[src/rtl/ebr_write_sequencer_if.sv]
// Bus bundle between the I2C memory writer, the read requester, the two EBR banks
// and the ebr_write_sequencer.
interface ebr_write_sequencer_if #(
  parameter int ADDR_WIDTH = 9
);
  logic                  wr_active;
  logic                  wr_select;
  logic                  wr_strobe;
  logic [7:0]            wr_data;
  logic                  rd_req;
  logic                  rd_bank;
  logic [ADDR_WIDTH-1:0] rd_addr;
  logic                  rd_gnt;
  logic                  rd_valid;
  logic [7:0]            rd_data;
  logic [ADDR_WIDTH-1:0] ebr_addr;
  logic [7:0]            ebr_wdata;
  logic [1:0]            ebr_we;
  logic [1:0]            ebr_re;
  logic [7:0]            ebr_rdata0;
  logic [7:0]            ebr_rdata1;
  logic [ADDR_WIDTH:0]   frame_len0;
  logic [ADDR_WIDTH:0]   frame_len1;
  logic                  frame_done;
  logic                  frame_bank;
  logic                  overflow;

  modport master (
    output wr_active, wr_select, wr_strobe, wr_data,
    output rd_req, rd_bank, rd_addr, ebr_rdata0, ebr_rdata1,
    input  rd_gnt, rd_valid, rd_data, ebr_addr, ebr_wdata, ebr_we, ebr_re,
    input  frame_len0, frame_len1, frame_done, frame_bank, overflow
  );

  modport slave (
    input  wr_active, wr_select, wr_strobe, wr_data,
    input  rd_req, rd_bank, rd_addr, ebr_rdata0, ebr_rdata1,
    output rd_gnt, rd_valid, rd_data, ebr_addr, ebr_wdata, ebr_we, ebr_re,
    output frame_len0, frame_len1, frame_done, frame_bank, overflow
  );
endinterface

[src/rtl/ebr_write_sequencer.sv]
// Turns I2C byte strobes into addressed writes on one of two single-port EBR banks,
// tracks per-bank fill length, and slots reads into cycles without a write.
module ebr_write_sequencer #(
  parameter int ADDR_WIDTH = 9
) (
  input logic                  clock,
  input logic                  reset,
  ebr_write_sequencer_if.slave bus
);
  localparam int DEPTH = 2 ** ADDR_WIDTH;
  localparam logic [ADDR_WIDTH:0] FULL = (ADDR_WIDTH + 1)'(DEPTH);

  typedef enum logic [1:0] {IDLE, WRITING, COMMIT} state_t;

  state_t              r_state;
  state_t              w_nextState;
  logic [ADDR_WIDTH:0] r_pointer;
  logic [ADDR_WIDTH:0] r_frameLen0;
  logic [ADDR_WIDTH:0] r_frameLen1;
  logic                r_curBank;
  logic                r_wrActivePrev;
  logic                r_overflow;
  logic                r_frameBank;
  logic                r_rdValid;
  logic                r_rdBank;
  logic                w_start;
  logic                w_strobeWriting;
  logic                w_write;
  logic                w_dropped;
  logic                w_grant;
  logic                w_commit;

  // Transaction sequencing: start on the wr_active rising edge, commit after it falls.
  always_comb begin
    w_nextState = r_state;
    w_start     = 1'b0;
    case (r_state)
      IDLE: begin
        if (bus.wr_active && !r_wrActivePrev) begin
          w_start     = 1'b1;
          w_nextState = WRITING;
        end
      end
      WRITING: if (!bus.wr_active) w_nextState = COMMIT;
      COMMIT:  w_nextState = IDLE;
      default: w_nextState = IDLE;
    endcase
  end

  // Writes cannot stall, so a read only gets the bank in a cycle without a real write.
  always_comb begin
    w_strobeWriting = (r_state == WRITING) && bus.wr_strobe && !reset;
    w_write         = w_strobeWriting && (r_pointer != FULL);
    w_dropped       = w_strobeWriting && (r_pointer == FULL);
    w_grant         = bus.rd_req && !w_write && !reset;
    w_commit        = (r_state == COMMIT) && !reset;

    bus.ebr_addr  = '0;
    bus.ebr_wdata = '0;
    bus.ebr_we    = 2'b00;
    bus.ebr_re    = 2'b00;
    if (w_write) begin
      bus.ebr_addr  = r_pointer[ADDR_WIDTH-1:0];
      bus.ebr_wdata = bus.wr_data;
      bus.ebr_we    = r_curBank ? 2'b10 : 2'b01;
    end else if (w_grant) begin
      bus.ebr_addr = bus.rd_addr;
      bus.ebr_re   = bus.rd_bank ? 2'b10 : 2'b01;
    end

    bus.rd_gnt     = w_grant;
    bus.rd_valid   = r_rdValid;
    bus.rd_data    = r_rdValid ? (r_rdBank ? bus.ebr_rdata1 : bus.ebr_rdata0) : 8'h00;
    bus.frame_len0 = r_frameLen0;
    bus.frame_len1 = r_frameLen1;
    bus.frame_done = w_commit;
    bus.frame_bank = w_commit ? r_curBank : r_frameBank;
    bus.overflow   = r_overflow;
  end

  always_ff @(posedge clock) begin
    if (reset) begin
      r_state        <= IDLE;
      r_pointer      <= '0;
      r_frameLen0    <= '0;
      r_frameLen1    <= '0;
      r_curBank      <= 1'b0;
      r_wrActivePrev <= 1'b0;
      r_overflow     <= 1'b0;
      r_frameBank    <= 1'b0;
      r_rdValid      <= 1'b0;
      r_rdBank       <= 1'b0;
    end else begin
      r_state        <= w_nextState;
      r_wrActivePrev <= bus.wr_active;
      r_rdValid      <= w_grant;
      if (w_grant) r_rdBank <= bus.rd_bank;
      if (w_start) begin
        r_pointer  <= '0;
        r_overflow <= 1'b0;
        r_curBank  <= bus.wr_select;
      end
      if (w_write) r_pointer <= r_pointer + 1'b1;
      if (w_dropped) r_overflow <= 1'b1;
      if (w_commit) begin
        r_frameBank <= r_curBank;
        if (r_curBank) r_frameLen1 <= r_pointer;
        else           r_frameLen0 <= r_pointer;
      end
    end
  end
endmodule
[src/flat_wrapper.sv]
// flat-port wrapper written by rule: the top's interface ports become plain ports
module ebr_write_sequencer_flat 
#(
  parameter int ADDR_WIDTH = 9
)
  (clock, reset, bus_wr_active, bus_wr_select, bus_wr_strobe, bus_wr_data, bus_rd_req, bus_rd_bank, bus_rd_addr, bus_ebr_rdata0, bus_ebr_rdata1, bus_rd_gnt, bus_rd_valid, bus_rd_data, bus_ebr_addr, bus_ebr_wdata, bus_ebr_we, bus_ebr_re, bus_frame_len0, bus_frame_len1, bus_frame_done, bus_frame_bank, bus_overflow);
  ebr_write_sequencer_if #(.ADDR_WIDTH(ADDR_WIDTH)) bus_i ();
  input logic clock;
  input logic reset;
  input wire logic [$bits(bus_i.wr_active)-1:0] bus_wr_active;
  input wire logic [$bits(bus_i.wr_select)-1:0] bus_wr_select;
  input wire logic [$bits(bus_i.wr_strobe)-1:0] bus_wr_strobe;
  input wire logic [$bits(bus_i.wr_data)-1:0] bus_wr_data;
  input wire logic [$bits(bus_i.rd_req)-1:0] bus_rd_req;
  input wire logic [$bits(bus_i.rd_bank)-1:0] bus_rd_bank;
  input wire logic [$bits(bus_i.rd_addr)-1:0] bus_rd_addr;
  input wire logic [$bits(bus_i.ebr_rdata0)-1:0] bus_ebr_rdata0;
  input wire logic [$bits(bus_i.ebr_rdata1)-1:0] bus_ebr_rdata1;
  output wire logic [$bits(bus_i.rd_gnt)-1:0] bus_rd_gnt;
  output wire logic [$bits(bus_i.rd_valid)-1:0] bus_rd_valid;
  output wire logic [$bits(bus_i.rd_data)-1:0] bus_rd_data;
  output wire logic [$bits(bus_i.ebr_addr)-1:0] bus_ebr_addr;
  output wire logic [$bits(bus_i.ebr_wdata)-1:0] bus_ebr_wdata;
  output wire logic [$bits(bus_i.ebr_we)-1:0] bus_ebr_we;
  output wire logic [$bits(bus_i.ebr_re)-1:0] bus_ebr_re;
  output wire logic [$bits(bus_i.frame_len0)-1:0] bus_frame_len0;
  output wire logic [$bits(bus_i.frame_len1)-1:0] bus_frame_len1;
  output wire logic [$bits(bus_i.frame_done)-1:0] bus_frame_done;
  output wire logic [$bits(bus_i.frame_bank)-1:0] bus_frame_bank;
  output wire logic [$bits(bus_i.overflow)-1:0] bus_overflow;
  assign bus_i.wr_active = bus_wr_active;
  assign bus_i.wr_select = bus_wr_select;
  assign bus_i.wr_strobe = bus_wr_strobe;
  assign bus_i.wr_data = bus_wr_data;
  assign bus_i.rd_req = bus_rd_req;
  assign bus_i.rd_bank = bus_rd_bank;
  assign bus_i.rd_addr = bus_rd_addr;
  assign bus_i.ebr_rdata0 = bus_ebr_rdata0;
  assign bus_i.ebr_rdata1 = bus_ebr_rdata1;
  assign bus_rd_gnt = bus_i.rd_gnt;
  assign bus_rd_valid = bus_i.rd_valid;
  assign bus_rd_data = bus_i.rd_data;
  assign bus_ebr_addr = bus_i.ebr_addr;
  assign bus_ebr_wdata = bus_i.ebr_wdata;
  assign bus_ebr_we = bus_i.ebr_we;
  assign bus_ebr_re = bus_i.ebr_re;
  assign bus_frame_len0 = bus_i.frame_len0;
  assign bus_frame_len1 = bus_i.frame_len1;
  assign bus_frame_done = bus_i.frame_done;
  assign bus_frame_bank = bus_i.frame_bank;
  assign bus_overflow = bus_i.overflow;
  ebr_write_sequencer #(.ADDR_WIDTH(ADDR_WIDTH)) u_core (.clock(clock), .reset(reset), .bus(bus_i));
endmodule
[config.mk]
export PLATFORM = sky130hd
export DESIGN_NAME = ebr_write_sequencer_flat
export DESIGN_NICKNAME = d
export VERILOG_FILES = /design/src/rtl/ebr_write_sequencer_if.sv /design/src/rtl/ebr_write_sequencer.sv /design/src/flat_wrapper.sv
export SDC_FILE = /design/constraint.sdc
export NUM_CORES = 1
export LEC_CHECK = 0
export ABC_AREA = 1
export ABC_CLOCK_PERIOD_IN_PS = 1900
export BUFFER_PORTS_ARGS = -buffer_cell sky130_fd_sc_hd__buf_2
export CORE_MARGIN = 3
export CORE_UTILIZATION = 27
export CTS_BUF_LIST = sky130_fd_sc_hd__clkbuf_8 sky130_fd_sc_hd__clkbuf_16
export DETAILED_ROUTE_END_ITERATION = 16
export PLACE_DENSITY = 0.55
export RECOVER_POWER = 50
export SLEW_MARGIN = 20
export SYNTH_ARGS = -nofsm -noshare
export SYNTH_HDL_FRONTEND = slang
export SYNTH_SLANG_ARGS = --single-unit
[constraint.sdc]
create_clock -name clock -period 1.9 [get_ports clock]
set_input_delay 0.095 -clock clock [delete_from_list [all_inputs] [get_ports clock]]
set_output_delay 0.095 -clock clock [all_outputs]
set_load 0.1 [all_outputs]
; ---- After elaboration in Yosys (flattened, before gate mapping)
; Index checks and enable logic that the tools add are counted.
[word_totals]
ff_bits = 38
input_bits = 40
[op_classes]
n_eq_ne = 6
bitwise_logic = 1
reduce_logical = 17
muxes = 20
add_sub_neg = 1
[op_table]
columns = operator, n
row1 = $mux W8, 3
row2 = $mux W10, 2
row3 = $mux W9, 2
row4 = $mux W2, 7
row5 = $add A10 B1 Y10 const B, 1
row6 = $eq A10 B10 Y1 const B, 1
row7 = $ne A10 B10 Y1 const B, 1
row8 = $logic_and A1 B1 Y1, 8
row9 = $reduce_and A2 Y1, 3
row10 = $mux W1, 5
row11 = $pmux W2 S2, 1
row12 = $reduce_bool A2 Y1, 2
row13 = $logic_not A1 Y1, 3
row14 = $eq A2 B1 Y1 const B, 1
row15 = $eq A2 B2 Y1 const B, 1
row16 = $logic_not A2 Y1, 1
row17 = $ne A2 B1 Y1 const B, 1
row18 = $ne A2 B2 Y1 const B, 1
row19 = $not A1 Y1, 1

; ---- Logic depth before layout (Yosys ltp)
; Gate-level depths: netlist (run 1).
[logic_depth]
depth_word = 9
mapped_depth = 10
ltp_nobuf = 9

; ---- Least setup slack after synthesis (run 1)
; Ideal clock, no wire load.
[synth_path]
path_kind = register to output
startpoint = register u_core.r_pointer[0]
endpoint = output port bus_ebr_addr[1]
arrival_ns = 3.156
n_path_buf = 0
path_slack_ns = -1.351
path_stages_with_launch = 9
t_required_ns = 1.805
cell_sequence = dfxtp_1 > inv_1 > ha_1 > nand2_1 > nor2_1 > nand3_2 > nand2_4 > nand3_2 > o21ai_0
[synth_between]
elab_chain_len = 7
[synth_rtl]
columns = item, line
row1 = from (decl), ebr_write_sequencer.sv:17  ; logic [ADDR_WIDTH:0] r_pointer;
row2 = from (signal assigned), ebr_write_sequencer.sv:103  ; if (w_write) r_pointer <= r_pointer + 1'b1;
row3 = $ne A10 B10 Y1 (*), ebr_write_sequencer.sv:53  ; w_write = w_strobeWriting && (r_pointer != FULL);
row4 = $logic_and A1 B1 Y1 (*), ebr_write_sequencer.sv:53
row5 = $logic_not A1 Y1, ebr_write_sequencer.sv:55  ; w_grant = bus.rd_req && !w_write && !reset;
row6 = $logic_and A1 B1 Y1 (2 in series), ebr_write_sequencer.sv:55
row7 = $mux W9, ebr_write_sequencer.sv:66  ; end else if (w_grant) begin
row8 = $mux W9 (*), ebr_write_sequencer.sv:62  ; if (w_write) begin
row9 = to (decl), flat_wrapper.sv:22  ; output wire logic [$bits(bus_i.ebr_addr)-1:0] bus_ebr_addr;
; Mark *: on every way between the ends. The rest lies on a longest branch, timed or not.

; ---- Worst setup path after layout (run 1)
[layout_path]
startpoint = register u_core.r_pointer[1]
endpoint = output port bus_ebr_addr[6]
; The elaborated chain is that of the path after synthesis.

==> results.toml, run 1 <==
[clock_tree]
clk_pin_slew_ns = 0.08
clk_latency_ns = 0.30
clkSinkCount = 38
max-clock-path-buffers = 2
cts_tree = "yes"
cts_buffers = 5
cts_max_level = 2
clockRootBuffer = "clkbuf_8"

[worst_setup_path]
r2r-end = "u_core.bus.frame_len1[4]"
critPathLaunch = "u_core.r_pointer[1]"
endpoint_kind = "output pin"
cp_max_fo = 6
crit_end = "bus_ebr_addr[6]"
crit_arrival_ns = 1.79
worst-r2r-cell-count = 6
critical_path_class = "reg2out"
reg2reg_setup_slack_ns = 0.43
cp_data_required_time_ns = 1.80
startpoint_type = "flop"
r2r-start = "u_core.r_state[0]"

[placed_design]
place_area_um2 = 3050
dp_hpwl_mm = 4.64
place_inst = 474
gp_congestion = 0.830
port_buffers = 93

[global_route]
grt_pass1_vias = 2098
gr-total-overflow = 0
antenna_found_initial = 0
grt_start_max_net_pins = 23
grt_usage_pct = 14.9
grt_first_pass_wirelength_mm = 10.2

[routing]
wire_per_inst_um = 12.5
first_pass_iters = 4
drc_errors = 0
vias = 2216
drtIter0Drc = 136
routed_wl_mm = 6.11
vias_per_cell = 4.52
postRouteAntennaNets = 0

[logic_synthesis]
synth_cell_type_count = 24
synth_area_leader_cell = "dfxtp_1"
syn_inst = 285
synthTopCellsByArea = "dfxtp_1 (39%), o21ai_0 (9.8%), nor2_1 (9.7%), inv_1 (7.8%), nand2_1 (6.8%)"
synth_area_per_cell_um2 = 6.80
syn_area_um2 = 1940
yosys.area.top_type_share_pct = 39.3
synth_seq_area_share_pct = 39.3
synth_nets = 327
yosysWarnings = 0
ys_ff_latch = 38

[sta]
slew-limit-headroom_pct = 67.5
fin_worst_skew_ns = 0.00469
max_freq_mhz = 530
post-route-period-util_pct = 99.4
rsz0062_at_grt = "yes"
hold_viol = 0
period_minus_slack_ns = 1.89
finalMaxSlewViolations = 0
tightest_slew_ns = 0.491
setup_viol = 0

[hold_path]
min_from = "reset"
hold_path_class = "in2reg"

[floorplan]
fp-row-count = 30
dieWidth_um = 90.7
dieArea_um2 = 8230
core_um2 = 6870
ios = 94
start_util_pct = 28.2
die_y_um = 90.7

[cells_and_area]
nets = 435
antennaDiodeCount = 0
drive_gt1_share_pct = 46.4
stdcell_count = 490
fin_area_um2 = 3400
final_cell_mix = "buf_2 (69), o21ai_0 (36), inv_1 (35)"
area_growth_pct = 75.5
n_fill_cell = 685
final_common_cell = "buf_2"
fin_util_pct = 49.5

[run_status]
status = "finished clean"

[power]
leakage_uw = 0.00158
p_int_uw = 1470
ir_drop_mv = 0.476
pwr-share-clk_pct = 39.5
seqPwrFrac_pct = 38.3
switching_share_pct = 31.3
cellPowerDensity_nw_per_um2 = 631
netSwitchingPower_uw = 671
p_comb_share_pct = 22.2

[job]
max_cap_violations = 0
cell usage after synthesis:
cell and n:
buf_2 3, ha_1 2, nand3_2 2, nand4_2 1, inv_2 8, nand4_1 5
nand2_1 35, nor3_2 1, o21ai_2 6, buf_6 2, o21bai_2 1, nand2_4 1
clkbuf_1 3, nor2_2 1, nand2_2 1, nand3_1 16, o21ai_0 38, a21oi_1 24
nor3_1 2, nor2_1 50, buf_4 4, dfxtp_1 38, inv_1 40, nor2_4 1
how the worst min path moves through the flow:
stage	to	slack (ns)	cells after the start
after floorplan	u_core.r_state[1]	0.16	1
after global placement	u_core.r_state[1]	0.28	2
after detailed placement	u_core.r_state[1]	0.30	2
after CTS	u_core.r_pointer[1]	0.09	2
after global routing	u_core.r_pointer[1]	0.11	2
final	u_core.r_pointer[1]	0.08	2
kinds of logic (layout without fill, tap and decap cells):
family,count (synthesis),after routing,synth area share (%)
and+or+nand+nor,116,117,26.7
adders and majority gates,2,2,1.29
DFF,38,38,39.3
AOI/OAI and AO/OA,69,69,19.3
buffers and inverters,60,168,13.4
power by group through the flow:
stage          Combinational (µW)  Clock, µW  Sequential, µW
2_1_floorplan                 275          0             874
3_5_place_dp                  452          0             841
6_report                      477        846             821
5_1_grt                       502        889             824
3_3_place_gp                  449          0             841
4_1_cts                       466        849             822
timing repair:
item / 4_1_cts / 5_1_grt
cloned: 1 / 0
endpoints found under the setup margin: 20 / 22
hold endpoints to repair: 1 / 0
hold buffers: 1 / 0
resized for setup: 10 / 25
setup buffers: 2 / 4
pin swaps: 3 / 5
routing by layer:
layer / vias to the layer above / GRT usage (%) / wire length (µm)
li1: 1129 / - / -
met1: 1004 / 18.3 / 2640
met2: 76 / 25.7 / 3000
met3: 7 / 3.33 / 401
met4: 0 / 4.59 / 72
met5: - / 0 / 0
per-stage QoR:
step | hold WS, ns | setup TNS [ns] | setup WS [ns] | power, µW
2_1_floorplan | 0.160 | -1.96 | -0.225 | 1150
3_3_place_gp | 0.282 | 0 | 0.150 | 1290
3_5_place_dp | 0.296 | 0 | 0.124 | 1290
4_1_cts | 0.0938 | -0.0674 | -0.0104 | 2140
5_1_grt | 0.109 | -0.674 | -0.107 | 2220
6_report | 0.0803 | 0 | 0.0122 | 2140
critical path, cell delays in order, from the launching register on:
cell	delay, ns
dfxtp_2	0.33
inv_2	0.08
ha_4	0.13
nand2_2	0.05
nor2_2	0.09
nand3_2	0.10
nand2_4	0.12
nand3_4	0.19
o21ai_4	0.22
buf_12	0.19
registers in the layout, indices dropped and copies added, names as in the netlist:
register / cells
u_core.bus.rd_valid: 1
u_core.r_frameBank: 1
u_core.r_curBank: 1
u_core.bus.overflow: 1
u_core.bus.frame_len1: 10
u_core.bus.frame_len0: 10
u_core.r_rdBank: 1
u_core.r_state: 2
u_core.r_pointer: 10
u_core.r_wrActivePrev: 1
final cells by class:
cell class | instances | area, µm² | area share (%)
multi-input combinational | 188 | 1210 | 35.6
tap | 96 | 120 | 3.53
inverter | 48 | 185 | 5.45
timing repair buffer | 112 | 975 | 28.7
sequential | 38 | 772 | 22.7
clock buffer | 5 | 68.8 | 2.02
clock inverter | 3 | 68.8 | 2.02
Power figures use the tool's default switching activity.
==> inputs of run 2 (changes only) <==
--- a/config.mk
+++ b/config.mk
@@ -8,12 +8,14 @@
 export ABC_AREA = 1
 export ABC_CLOCK_PERIOD_IN_PS = 1900
 export BUFFER_PORTS_ARGS = -buffer_cell sky130_fd_sc_hd__buf_2
+export CORE_ASPECT_RATIO = 0.9
 export CORE_MARGIN = 3
-export CORE_UTILIZATION = 27
+export CORE_UTILIZATION = 46
 export CTS_BUF_LIST = sky130_fd_sc_hd__clkbuf_8 sky130_fd_sc_hd__clkbuf_16
 export DETAILED_ROUTE_END_ITERATION = 16
-export PLACE_DENSITY = 0.55
+export PLACE_DENSITY = 0.83
 export RECOVER_POWER = 50
+export REMOVE_ABC_BUFFERS = 1
 export SLEW_MARGIN = 20
 export SYNTH_ARGS = -nofsm -noshare
 export SYNTH_HDL_FRONTEND = slang
==> run 2 against run 1 <==
Against the previous run: the flow now finishes with violations (negative setup slack); flip-flop and latch count did not move; global-route usage grew 8.8 points; critical endpoint is now bus_ebr_addr[8]; clock skew up 0.0017 ns.
==> results.toml, run 2 (synthesis results as in run 1) <==
[sta]
max_freq_mhz = 522
post-route-period-util_pct = 101
fin_worst_skew_ns = 0.00634
holdWs_ns = 0.0664
finalMaxSlewViolations = 0
slew-limit-headroom_pct = 19.4
hold_viol = 0
fin_ws_ns = -0.0139
tightest_slew_ns = 1.21
period_minus_slack_ns = 1.91
rsz0062_at_grt = "yes"
setup_viol = 3

[global_route]
gr-total-overflow = 0
grt_start_max_net_pins = 20
antenna_found_initial = 0
grt_first_pass_wirelength_mm = 9.15
grt_usage_pct = 23.7
grt_pass1_vias = 2066

[power]
p_comb_share_pct = 25.4
p_int_uw = 1240
leakage_uw = 0.00147
cellPowerDensity_nw_per_um2 = 596
seqPwrFrac_pct = 44.4
pwr-share-clk_pct = 30.2
netSwitchingPower_uw = 613
switching_share_pct = 33.1
ir_drop_mv = 0.463

[worst_setup_path]
cp_max_fo = 5
r2r-start = "u_core.r_pointer[0]"
crit_arrival_ns = 1.82
worst-r2r-cell-count = 10
cp_data_required_time_ns = 1.80
r2r-end = "u_core.r_pointer[9]"
startpoint_type = "flop"
reg2reg_setup_slack_ns = 0.26
endpoint_kind = "output pin"
critical_path_class = "reg2out"

[routing]
met2WireLength_mm = 3.47
drc_errors = 0
wl_met3_um = 812
vias_per_cell = 5.40
postRouteAntennaNets = 0
first_pass_iters = 6
top_layer = "met4"
wire_per_inst_um = 15.6
vias = 2390
met1_length_mm = 2.43
drtIter0Drc = 296
routed_wl_mm = 6.93

[clock_tree]
cts_max_level = 2
clk_pin_slew_ns = 0.07
cts_tree = "yes"
cts_buffers = 5
clkSinkCount = 38
clk_latency_ns = 0.29
clockRootBuffer = "clkbuf_8"
max-clock-path-buffers = 2

[hold_path]
hold_path_class = "in2reg"
min_to = "u_core.r_pointer[1]"
min_from = "reset"
hold_depth = 2

[placed_design]
port_buffers = 93
dp_hpwl_mm = 4.24
dpl_worst_slack_ns = 0.139
gp_congestion = 0.854

[cells_and_area]
final_common_cell = "buf_2"
nets = 438
n_fill_cell = 240
antennaDiodeCount = 0
final_cell_mix = "buf_2 (48), nor2_1 (47), inv_1 (37)"
area_growth_pct = 60.4
drive_gt1_share_pct = 34.0

[floorplan]
dieWidth_um = 74.4
fp-row-count = 21
die_y_um = 67.6
core_um2 = 3890
dieArea_um2 = 5030
start_util_pct = 49.8
ios = 94

[job]
max_cap_violations = 0

[run_status]
status = "complete, but fails checks"
failed_checks = "negative setup slack"
run 2: cell count changes in the layout (fill, tap and decap cells not counted), sizes merged:
cell | previous run | this run
clkbuf | 6 | 31
buf | 110 | 90
bufinv | 2 | 0
inv | 48 | 49
nand3 | 19 | 18
run 2: cell type report:
cell class	count	area (µm²)	share of cell area, %
flip-flops and latches	38	764	24.6
multi-input cells	187	1020	32.7
clock inverters	2	8.76	0.282
repair buffers	116	993	32.0
clock buffers	6	82.6	2.66
inverters	48	183	5.88
well taps	46	57.6	1.85
run 2: power by group through the flow:
stage | logic, µW | registers [µW] | clock network (µW)
detailed placement | 428 | 839 | 0
finish | 470 | 821 | 559
floorplan | 241 | 874 | 0
global route | 489 | 822 | 599
global placement | 422 | 838 | 0
CTS | 447 | 820 | 567
run 2: how the worst max path moves through the flow:
stage,from,to,slack [ns],cells past startpoint
after global routing,u_core.r_pointer[0],bus_ebr_addr[4],-0.09,10
after CTS,u_core.r_pointer[0],bus_ebr_addr[6],-0.02,10
after detailed placement,u_core.r_pointer[1],bus_ebr_addr[1],0.14,9
after global placement,u_core.r_pointer[1],bus_ebr_addr[5],0.21,10
final,u_core.r_pointer[0],bus_ebr_addr[8],-0.01,10
after floorplan,u_core.r_pointer[0],bus_ebr_addr[1],-1.75,8
run 2: timing repair:
action,in CTS,in global routing
setup buffers,4,6
endpoints found under the hold margin,1,0
endpoints found under the setup margin,9,19
hold buffers,1,0
resized for setup,15,19
pin swaps,3,5
run 2: through the flow:
| step | cell area [µm²] | instances | power (µW) | util (%) | TNS (ns) |
|---|---|---|---|---|---|
| after floorplan | 1860 | 273 | 1110 | - | -32.00 |
| after global placement | 2820 | 424 | 1260 | 72.4 | 0 |
| after detailed placement | 2820 | 424 | 1270 | 72.4 | 0 |
| after CTS | 3010 | 437 | 1830 | 77.4 | -0.133 |
| after global routing | 3110 | 443 | 1910 | 79.9 | -0.570 |
| final | 3110 | 443 | 1850 | 79.9 | -0.0280 |
run 2: critical path, stage by stage (launching register included):
cell       delay [ns]
dfxtp_2          0.33
inv_2            0.08
ha_4             0.13
nand2_2          0.04
nor2_2           0.08
nand3_2          0.11
nand2_4          0.10
nand3_4          0.10
buf_12           0.16
o21ai_4          0.16
clkbuf_16        0.23
run 2: routing by layer:
layer,track usage (%),vias up
li1,-,1131
met1,27.1,1042
met2,42.3,190
met3,5.65,27
met4,8.67,0
met5,1.11,-
